--- config.mk ---
export PLATFORM = sky130hd
export DESIGN_NAME = mesi_isc_snoop_sched_flat
export DESIGN_NICKNAME = d
export VERILOG_FILES = /design/src/rtl/mesi_isc_snoop_sched_if.sv /design/src/rtl/mesi_isc_snoop_sched.sv /design/src/flat_wrapper.sv
export SDC_FILE = /design/constraint.sdc
export NUM_CORES = 1
export LEC_CHECK = 0
export BUFFER_PORTS_ARGS = -buffer_cell sky130_fd_sc_hd__buf_2
export CORE_ASPECT_RATIO = 1.75
export CORE_MARGIN = 2
export CORE_UTILIZATION = 35
export CTS_CLUSTER_SIZE = 25
export DETAILED_ROUTE_END_ITERATION = 6
export HOLD_SLACK_MARGIN = 0.06
export PLACE_DENSITY = 0.68
export SKIP_LAST_GASP = 1
export SLEW_MARGIN = 5
export SYNTH_ARGS = -nofsm -noshare
export SYNTH_HDL_FRONTEND = slang
export SYNTH_SLANG_ARGS = --single-unit
--- constraint.sdc ---
create_clock -name clk -period 1.9 [get_ports clk]
set_input_delay 0 -clock clk [delete_from_list [all_inputs] [get_ports clk]]
set_output_delay 0 -clock clk [all_outputs]
set_load 0.02 [all_outputs]
--- src/rtl/mesi_isc_snoop_sched_if.sv ---
// Bus bundle between the cores and the coherence snoop scheduler.
// The scheduler connects through the slave modport; the cores/bench through master.
interface mesi_isc_snoop_sched_if #(
    parameter int ADDR_WIDTH = 32
);
    logic [2:0]            mbus_cmd0_i, mbus_cmd1_i, mbus_cmd2_i, mbus_cmd3_i;
    logic [ADDR_WIDTH-1:0] mbus_addr0_i, mbus_addr1_i, mbus_addr2_i, mbus_addr3_i;
    logic                  mbus_ack0_o, mbus_ack1_o, mbus_ack2_o, mbus_ack3_o;
    logic [2:0]            cbus_cmd0_o, cbus_cmd1_o, cbus_cmd2_o, cbus_cmd3_o;
    logic [ADDR_WIDTH-1:0] cbus_addr_o;
    logic                  cbus_ack0_i, cbus_ack1_i, cbus_ack2_i, cbus_ack3_i;
    logic                  busy_o;

    modport slave (
        input  mbus_cmd0_i, mbus_cmd1_i, mbus_cmd2_i, mbus_cmd3_i,
        input  mbus_addr0_i, mbus_addr1_i, mbus_addr2_i, mbus_addr3_i,
        output mbus_ack0_o, mbus_ack1_o, mbus_ack2_o, mbus_ack3_o,
        output cbus_cmd0_o, cbus_cmd1_o, cbus_cmd2_o, cbus_cmd3_o,
        output cbus_addr_o,
        input  cbus_ack0_i, cbus_ack1_i, cbus_ack2_i, cbus_ack3_i,
        output busy_o
    );

    modport master (
        output mbus_cmd0_i, mbus_cmd1_i, mbus_cmd2_i, mbus_cmd3_i,
        output mbus_addr0_i, mbus_addr1_i, mbus_addr2_i, mbus_addr3_i,
        input  mbus_ack0_o, mbus_ack1_o, mbus_ack2_o, mbus_ack3_o,
        input  cbus_cmd0_o, cbus_cmd1_o, cbus_cmd2_o, cbus_cmd3_o,
        input  cbus_addr_o,
        output cbus_ack0_i, cbus_ack1_i, cbus_ack2_i, cbus_ack3_i,
        input  busy_o
    );
endinterface

--- src/rtl/mesi_isc_snoop_sched.sv ---
// Four-core broadcast scheduler: round-robin grant, snoop the other three cores,
// then enable the requester once every snoop is acknowledged.
module mesi_isc_snoop_sched #(
    parameter int ADDR_WIDTH = 32
) (
    input logic                   clk,
    input logic                   rst,
    mesi_isc_snoop_sched_if.slave bus
);
    localparam logic [2:0] MbusWrBroad = 3'd3;
    localparam logic [2:0] MbusRdBroad = 3'd4;
    localparam logic [2:0] CbusNop     = 3'd0;
    localparam logic [2:0] CbusWrSnoop = 3'd1;
    localparam logic [2:0] CbusRdSnoop = 3'd2;
    localparam logic [2:0] CbusEnWr    = 3'd3;
    localparam logic [2:0] CbusEnRd    = 3'd4;

    typedef enum logic [1:0] {StIdle, StSnoop, StEnable} state_e;

    state_e                state_q;
    logic [1:0]            req_q;
    logic                  rd_q;
    logic [ADDR_WIDTH-1:0] addr_q;
    logic [3:0]            pend_q;
    logic [1:0]            last_q;
    logic [3:0]            mack_q;
    logic [2:0]            ccmd_q [4];

    logic [2:0]            cmd_in  [4];
    logic [ADDR_WIDTH-1:0] addr_in [4];
    logic [3:0]            ack_in;
    logic [3:0]            cand;
    logic [1:0]            win, idx;
    logic                  win_vld;

    always_comb begin
        cmd_in[0]  = bus.mbus_cmd0_i;
        cmd_in[1]  = bus.mbus_cmd1_i;
        cmd_in[2]  = bus.mbus_cmd2_i;
        cmd_in[3]  = bus.mbus_cmd3_i;
        addr_in[0] = bus.mbus_addr0_i;
        addr_in[1] = bus.mbus_addr1_i;
        addr_in[2] = bus.mbus_addr2_i;
        addr_in[3] = bus.mbus_addr3_i;
        ack_in     = {bus.cbus_ack3_i, bus.cbus_ack2_i, bus.cbus_ack1_i, bus.cbus_ack0_i};
    end

    // Round-robin search starting one past the last completed requester.
    always_comb begin
        win     = 2'd0;
        win_vld = 1'b0;
        idx     = 2'd0;
        for (int i = 0; i < 4; i++) begin
            cand[i] = (cmd_in[i] == MbusWrBroad) || (cmd_in[i] == MbusRdBroad);
        end
        for (int k = 1; k <= 4; k++) begin
            idx = last_q + 2'(k);
            if (!win_vld && cand[idx]) begin
                win     = idx;
                win_vld = 1'b1;
            end
        end
    end

    always_ff @(posedge clk) begin
        if (rst) begin
            state_q <= StIdle;
            req_q   <= 2'd0;
            rd_q    <= 1'b0;
            addr_q  <= '0;
            pend_q  <= 4'd0;
            last_q  <= 2'd3;
            mack_q  <= 4'd0;
            for (int j = 0; j < 4; j++) ccmd_q[j] <= CbusNop;
        end else begin
            mack_q <= 4'd0;
            unique case (state_q)
                StIdle: begin
                    if (win_vld) begin
                        mack_q[win] <= 1'b1;
                        req_q       <= win;
                        rd_q        <= (cmd_in[win] == MbusRdBroad);
                        addr_q      <= addr_in[win];
                        pend_q      <= ~(4'd1 << win);
                        state_q     <= StSnoop;
                        for (int j = 0; j < 4; j++) begin
                            if (2'(j) == win) ccmd_q[j] <= CbusNop;
                            else ccmd_q[j] <= (cmd_in[win] == MbusRdBroad) ? CbusRdSnoop
                                                                            : CbusWrSnoop;
                        end
                    end
                end
                StSnoop: begin
                    for (int j = 0; j < 4; j++) begin
                        if (pend_q[j] && ack_in[j]) begin
                            pend_q[j] <= 1'b0;
                            ccmd_q[j] <= CbusNop;
                        end
                    end
                    // Requester is never pending, so this cannot collide with the clears above.
                    if ((pend_q & ~ack_in) == 4'd0) begin
                        state_q       <= StEnable;
                        ccmd_q[req_q] <= rd_q ? CbusEnRd : CbusEnWr;
                    end
                end
                StEnable: begin
                    if (ack_in[req_q]) begin
                        ccmd_q[req_q] <= CbusNop;
                        last_q        <= req_q;
                        state_q       <= StIdle;
                    end
                end
                default: state_q <= StIdle;
            endcase
        end
    end

    assign bus.mbus_ack0_o = mack_q[0];
    assign bus.mbus_ack1_o = mack_q[1];
    assign bus.mbus_ack2_o = mack_q[2];
    assign bus.mbus_ack3_o = mack_q[3];
    assign bus.cbus_cmd0_o = ccmd_q[0];
    assign bus.cbus_cmd1_o = ccmd_q[1];
    assign bus.cbus_cmd2_o = ccmd_q[2];
    assign bus.cbus_cmd3_o = ccmd_q[3];
    assign bus.cbus_addr_o = addr_q;
    assign bus.busy_o      = (state_q != StIdle);
endmodule

--- src/flat_wrapper.sv ---
// flat-port wrapper written by rule: the top's interface ports become plain ports
module mesi_isc_snoop_sched_flat 
#(
    parameter int ADDR_WIDTH = 32
)
  (clk, rst, bus_mbus_cmd0_i, bus_mbus_cmd1_i, bus_mbus_cmd2_i, bus_mbus_cmd3_i, bus_mbus_addr0_i, bus_mbus_addr1_i, bus_mbus_addr2_i, bus_mbus_addr3_i, bus_mbus_ack0_o, bus_mbus_ack1_o, bus_mbus_ack2_o, bus_mbus_ack3_o, bus_cbus_cmd0_o, bus_cbus_cmd1_o, bus_cbus_cmd2_o, bus_cbus_cmd3_o, bus_cbus_addr_o, bus_cbus_ack0_i, bus_cbus_ack1_i, bus_cbus_ack2_i, bus_cbus_ack3_i, bus_busy_o);
  mesi_isc_snoop_sched_if #(.ADDR_WIDTH(ADDR_WIDTH)) bus_i ();
  input logic clk;
  input logic rst;
  input wire logic [$bits(bus_i.mbus_cmd0_i)-1:0] bus_mbus_cmd0_i;
  input wire logic [$bits(bus_i.mbus_cmd1_i)-1:0] bus_mbus_cmd1_i;
  input wire logic [$bits(bus_i.mbus_cmd2_i)-1:0] bus_mbus_cmd2_i;
  input wire logic [$bits(bus_i.mbus_cmd3_i)-1:0] bus_mbus_cmd3_i;
  input wire logic [$bits(bus_i.mbus_addr0_i)-1:0] bus_mbus_addr0_i;
  input wire logic [$bits(bus_i.mbus_addr1_i)-1:0] bus_mbus_addr1_i;
  input wire logic [$bits(bus_i.mbus_addr2_i)-1:0] bus_mbus_addr2_i;
  input wire logic [$bits(bus_i.mbus_addr3_i)-1:0] bus_mbus_addr3_i;
  output wire logic [$bits(bus_i.mbus_ack0_o)-1:0] bus_mbus_ack0_o;
  output wire logic [$bits(bus_i.mbus_ack1_o)-1:0] bus_mbus_ack1_o;
  output wire logic [$bits(bus_i.mbus_ack2_o)-1:0] bus_mbus_ack2_o;
  output wire logic [$bits(bus_i.mbus_ack3_o)-1:0] bus_mbus_ack3_o;
  output wire logic [$bits(bus_i.cbus_cmd0_o)-1:0] bus_cbus_cmd0_o;
  output wire logic [$bits(bus_i.cbus_cmd1_o)-1:0] bus_cbus_cmd1_o;
  output wire logic [$bits(bus_i.cbus_cmd2_o)-1:0] bus_cbus_cmd2_o;
  output wire logic [$bits(bus_i.cbus_cmd3_o)-1:0] bus_cbus_cmd3_o;
  output wire logic [$bits(bus_i.cbus_addr_o)-1:0] bus_cbus_addr_o;
  input wire logic [$bits(bus_i.cbus_ack0_i)-1:0] bus_cbus_ack0_i;
  input wire logic [$bits(bus_i.cbus_ack1_i)-1:0] bus_cbus_ack1_i;
  input wire logic [$bits(bus_i.cbus_ack2_i)-1:0] bus_cbus_ack2_i;
  input wire logic [$bits(bus_i.cbus_ack3_i)-1:0] bus_cbus_ack3_i;
  output wire logic [$bits(bus_i.busy_o)-1:0] bus_busy_o;
  assign bus_i.mbus_cmd0_i = bus_mbus_cmd0_i;
  assign bus_i.mbus_cmd1_i = bus_mbus_cmd1_i;
  assign bus_i.mbus_cmd2_i = bus_mbus_cmd2_i;
  assign bus_i.mbus_cmd3_i = bus_mbus_cmd3_i;
  assign bus_i.mbus_addr0_i = bus_mbus_addr0_i;
  assign bus_i.mbus_addr1_i = bus_mbus_addr1_i;
  assign bus_i.mbus_addr2_i = bus_mbus_addr2_i;
  assign bus_i.mbus_addr3_i = bus_mbus_addr3_i;
  assign bus_mbus_ack0_o = bus_i.mbus_ack0_o;
  assign bus_mbus_ack1_o = bus_i.mbus_ack1_o;
  assign bus_mbus_ack2_o = bus_i.mbus_ack2_o;
  assign bus_mbus_ack3_o = bus_i.mbus_ack3_o;
  assign bus_cbus_cmd0_o = bus_i.cbus_cmd0_o;
  assign bus_cbus_cmd1_o = bus_i.cbus_cmd1_o;
  assign bus_cbus_cmd2_o = bus_i.cbus_cmd2_o;
  assign bus_cbus_cmd3_o = bus_i.cbus_cmd3_o;
  assign bus_cbus_addr_o = bus_i.cbus_addr_o;
  assign bus_i.cbus_ack0_i = bus_cbus_ack0_i;
  assign bus_i.cbus_ack1_i = bus_cbus_ack1_i;
  assign bus_i.cbus_ack2_i = bus_cbus_ack2_i;
  assign bus_i.cbus_ack3_i = bus_cbus_ack3_i;
  assign bus_busy_o = bus_i.busy_o;
  mesi_isc_snoop_sched #(.ADDR_WIDTH(ADDR_WIDTH)) u_core (.clk(clk), .rst(rst), .bus(bus_i));
endmodule
# After elaboration in Yosys (flattened, before gate mapping)

Memories as Yosys holds them, arrays and structs flattened.
Cells that the tools add are included.
W data, S select, Z words.

Add/sub/neg operators: 3
Magnitude comparators: 8
Eq/ne operators: 21
Shifts and indexed selects: 1
Mux-type cells: 117
Bitwise gates (word level): 19
Reduce and logical (&&, ||, !) cells: 28

Operators with widths:

| cell                  | number |
|---|---|
| $mux W1               | 80 |
| $bmux W32 S2          | 1 |
| $mux W32              | 2 |
| $mux W3               | 16 |
| $lt A2 B3 Y1 const B  | 6 |
| $mux W2               | 8 |
| $eq A3 B3 Y1 const B  | 5 |
| $reduce_and A3 Y1     | 5 |
| $ne A2 B1 Y1 const B  | 7 |
| $or A1 B1 Y1          | 13 |
| $eq A3 B2 Y1 const B  | 4 |
| $bmux W1 S2           | 5 |
| $logic_and A1 B1 Y1   | 8 |
| $not A4 Y4            | 2 |
| $pmux W4 S2           | 1 |
| $bmux W3 S2           | 1 |
| $pmux W2 S3           | 1 |
| $add A2 B2 Y2 const B | 2 |
| $and A4 B4 Y4         | 1 |
| $eq A2 B2 Y1 const A  | 2 |
| $logic_not A2 Y1      | 2 |
| $logic_not A4 Y1      | 1 |
| $logic_or A1 B1 Y1    | 4 |
| $mux W4               | 1 |
| 14 further kinds      | 19 |

Flip-flop bits (word level): 47
Bits in writable memories: 12
Input bits: 146
Output and inout bits: 49
Logic and storage cells: 208
Memories: 1

Memory list:

| name          | words | bits a word | rd ports | clocked after memory_dff | wr ports | RTL line                   | text |
|---|---|---|---|---|---|---|---|
| u_core.ccmd_q | 4     | 3           | 4        | 0                        | 5        | mesi_isc_snoop_sched.sv:27 | `logic [2:0] ccmd_q [4];` |

# Depth between registers and ports, before layout

Word-level depth: 23
Gate-level depth with buffers: 9
Gate-level depth less buffers: 6

# Worst setup path before layout

No wires, ideal clock.

Kind: register -> register
Start point: reg u_core.req_q[1]
End point: mem u_core.ccmd_q[0][1], data pin
Setup time: 153 ps
Arrival: 1794 ps
Data required time: 1747 ps
Setup slack: -46 ps
Cell stages (with the launch flop): 7
Path buffers: 0
Clock period less this slack: 1946 ps
Path through: dfxtp_1 or3b_1 o2bb2ai_2 a21oi_1 or4_1 or3_1 o21ai_0

RTL lines:

| element                | RTL line                   | text |
|---|---|---|
| from (decl)            | mesi_isc_snoop_sched.sv:21 | `logic [1:0] req_q;` |
| from (signal assigned) | mesi_isc_snoop_sched.sv:81 | `req_q <= win;` |
| to (decl)              | mesi_isc_snoop_sched.sv:27 |  |

==> flow_summary.toml <==
[cts]
clk_latency_ns = 0.33
path_clk_slew_ns = 0.05
cts_made_buffers = 9
clock_sinks = 59
cts_tree = "yes"
cts_root_buf = "clkbuf_16"
htree_levels = 3
clk_path_buf_depth = 2

[floorplanning]
core_area_mm2 = 0.0102
die_y_um = 139
io_pins = 195
die_w_um = 80.9
start_util = 0.356
rows = 49
die_area_mm2 = 0.0112

[synthesis]
synth.top_cell.area_share = 0.260
yosys-top-cells-area = "dfxtp_1, edfxtp_1, a221o_1"
ys_ff_latch = 59
synth_common_cells = "nand2_1, dfxtp_1, inv_1"
avgSynthCellArea_um2 = 9.05
synth_warnings = 0
synth.most_common_cell = "nand2_1"
synthFlopType = "dfxtp_1"
yosysSeqAreaShare = 0.359
synth_edf_count = 12
syn-num-nets = 546
synthCells = 400
async_flop_share = 0
synth_largest_area_cell = "dfxtp_1"
ys_types = 62
mappedNetlistArea_mm2 = 0.00362

[pwr]
fin_total_pwr_w = 0.00519
powerDensity_mw_per_mm2 = 793
max-vdd-ir-drop_v = 0.000547
switching_share = 0.351
switchingPower_w = 0.00182
p_int_w = 0.00337
p_leak_nw = 3.10
combPwrFrac = 0.385
clockPowerShare = 0.298
seq_power_share = 0.317

[sta]
clock.fmax_mhz = 506
slew_viol_final = 0
period_share = 1.04
skew_ns = 0.00471
finalHoldViolations = 0
min_period_ns = 1.98
fin_tns_setup_ns = -0.146
slew_headroom = 0.348
grt_setup_unrepaired = "true"
whs_ns = 0.148
tightest_slew_ns = 0.977
layout_setup_ws_ns = -0.0760
setup_viol_count_final = 4

[status]
status = "finished, violations left"
violations = "negative setup slack"

[placement]
finalWeightedCongestion = 0.920
dpl_worst_slack_ns = -0.242
dpl.hpwl_um = 10500
port_buffers = 194

[global_route]
grt_pass1_vias = 4910
grt_max_degree = 34
grt_pass1_wl_um = 24100
grt_antenna_before_repair = 0
grt_util_all_layers = 0.280
gr-total-overflow = 0

[setup_path]
slowest_stage = "or4_4"
critPathMaxStageDelay_ns = 0.43
crit_fanout = 3
cp_top_family = "simple AND/OR/NAND/NOR gates"
start_kind = "flip-flop"
crit_path_cell_trace = "nor2b_2 -> a2111oi_4 -> a21oi_2 -> or4_4 -> or3_4 -> o21ai_1"
setup.worst_path.end_class = "flip-flop"
path_class = "reg2reg"
arrival_ns = 2.16
crit_required_ns = 2.08
worst-path-buf-inv = 0

[cells_and_area]
fin_nets = 885
antenna_cells = 0
drive_gt1_frac = 0.431
area_growth_pct = 80.8
post-route-util = 0.643
nFillCells = 803

[drt]
drt_iter0_drc = 293
postRouteAntennaNets = 0
firstDrtPassIters = 5
viasPerCell = 5.49
wire_per_inst_um = 18.5
wirelength_um = 16100
drc_errors = 0
routed-via-count = 4782

[run]
cap_violations = 0

[hold_path]
worstHoldPathType = "in2reg"
layer usage:
layer,part of all wire,GRT usage,vias up
met5,0,0,-
met4,0.063,0.201,0
met3,0.059,0.0443,83
met2,0.54,0.512,270
met1,0.34,0.272,2227
li1,-,-,2202
cell usage in the layout, fill, tap and decap left out, types with 3 or more instances in the layout:
| cell | instances |
|---|---|
| a21oi_1 | 7 |
| inv_1 | 36 |
| dfxtp_2 | 6 |
| nand2_1 | 50 |
| a221o_1 | 32 |
| dlygate4sd3_1 | 101 |
| nand3_1 | 10 |
| clkinv_4 | 3 |
| buf_2 | 194 |
| o22ai_2 | 3 |
| clkbuf_16 | 9 |
| buf_4 | 54 |
| a21oi_2 | 3 |
| o21ai_0 | 10 |
| buf_6 | 3 |
| nand3_2 | 3 |
| edfxtp_1 | 12 |
| nand2b_1 | 3 |
| nand3b_1 | 7 |
| buf_12 | 5 |
| a2111oi_4 | 3 |
| o31ai_1 | 32 |
| a22o_1 | 32 |
| nor2_1 | 15 |
| o32ai_1 | 3 |
| dfxtp_1 | 40 |
| and2_1 | 3 |
state kept, by name (all words and copies together), names as in the netlist:
name	cells
u_core.last_q	2
u_core.bus.cbus_addr_o	32
u_core.req_q	2
u_core.pend_q	4
u_core.state_q	2
u_core.rd_q	1
u_core.ccmd_q	12
u_core.mack_q	4
worst register-to-register path: stages, from the launching register on:
cell       delay, ns
dfxtp_2         0.33
nor2b_2         0.17
a2111oi_4       0.35
a21oi_2         0.11
or4_4           0.43
or3_4           0.34
o21ai_1         0.09
area by class of cell:
cell class	count	area, um2	area share
multi-input combinational	274	2120	0.324
timing repair buffer	358	2540	0.387
clock inverter	5	37.5	0.00573
inverter	37	139	0.0212
tap	127	159	0.0243
clock buffer	11	243	0.0371
sequential	59	1310	0.200
cells by family after synthesis:
kind of cell	after synthesis	share of synthesized area
AND/OR/NAND/NOR	117	0.166
flip-flops	59	0.359
multiplexers	3	0.00864
buffers and inverters	68	0.0992
AO/OA/AOI/OAI	153	0.367
metrics by stage:
step,instances,cell area [um2]
finish,871,6550
global route,871,6550
CTS,871,6430
detailed placement,752,5090
global placement,752,5090
floorplan,400,3640
power by group through the flow:
stage	clock network [W]	registers [W]	logic, W
final	0.00155	0.00164	0.00200
after global routing	0.00161	0.00166	0.00212
after CTS	0.00156	0.00163	0.00192
after detailed placement	0	0.00165	0.00170
after global placement	0	0.00165	0.00167
after floorplan	0	0.00184	0.000763
worst paths after layout:
check | to | from | slack (ns) | cells after the start
max | u_core.ccmd_q[0][1]$_DFFE_PP_ | u_core.pend_q[3]$_SDFFE_PP0P_ | -0.08 | 6
min | u_core.bus.cbus_addr_o[22]$_SDFFE_PP0P_ | bus_mbus_addr1_i[22] | 0.15 | 4
max reg2reg | u_core.ccmd_q[0][1]$_DFFE_PP_ | u_core.pend_q[3]$_SDFFE_PP0P_ | -0.08 | 6
min reg2reg | u_core.pend_q[2]$_SDFFE_PP0P_ | u_core.pend_q[2]$_SDFFE_PP0P_ | 0.48 | 2
timing repair:
action | 4_1_cts | 5_1_grt
endpoints found under the setup margin | 20 | 53
cloned | 1 | 0
gates resized for setup | 12 | 25
hold buffers | 101 | 0
endpoints found under the hold margin | 37 | 0
pin swaps | 2 | 5
buffers inserted | 1 | 0
Power figures use the tool's default switching activity.
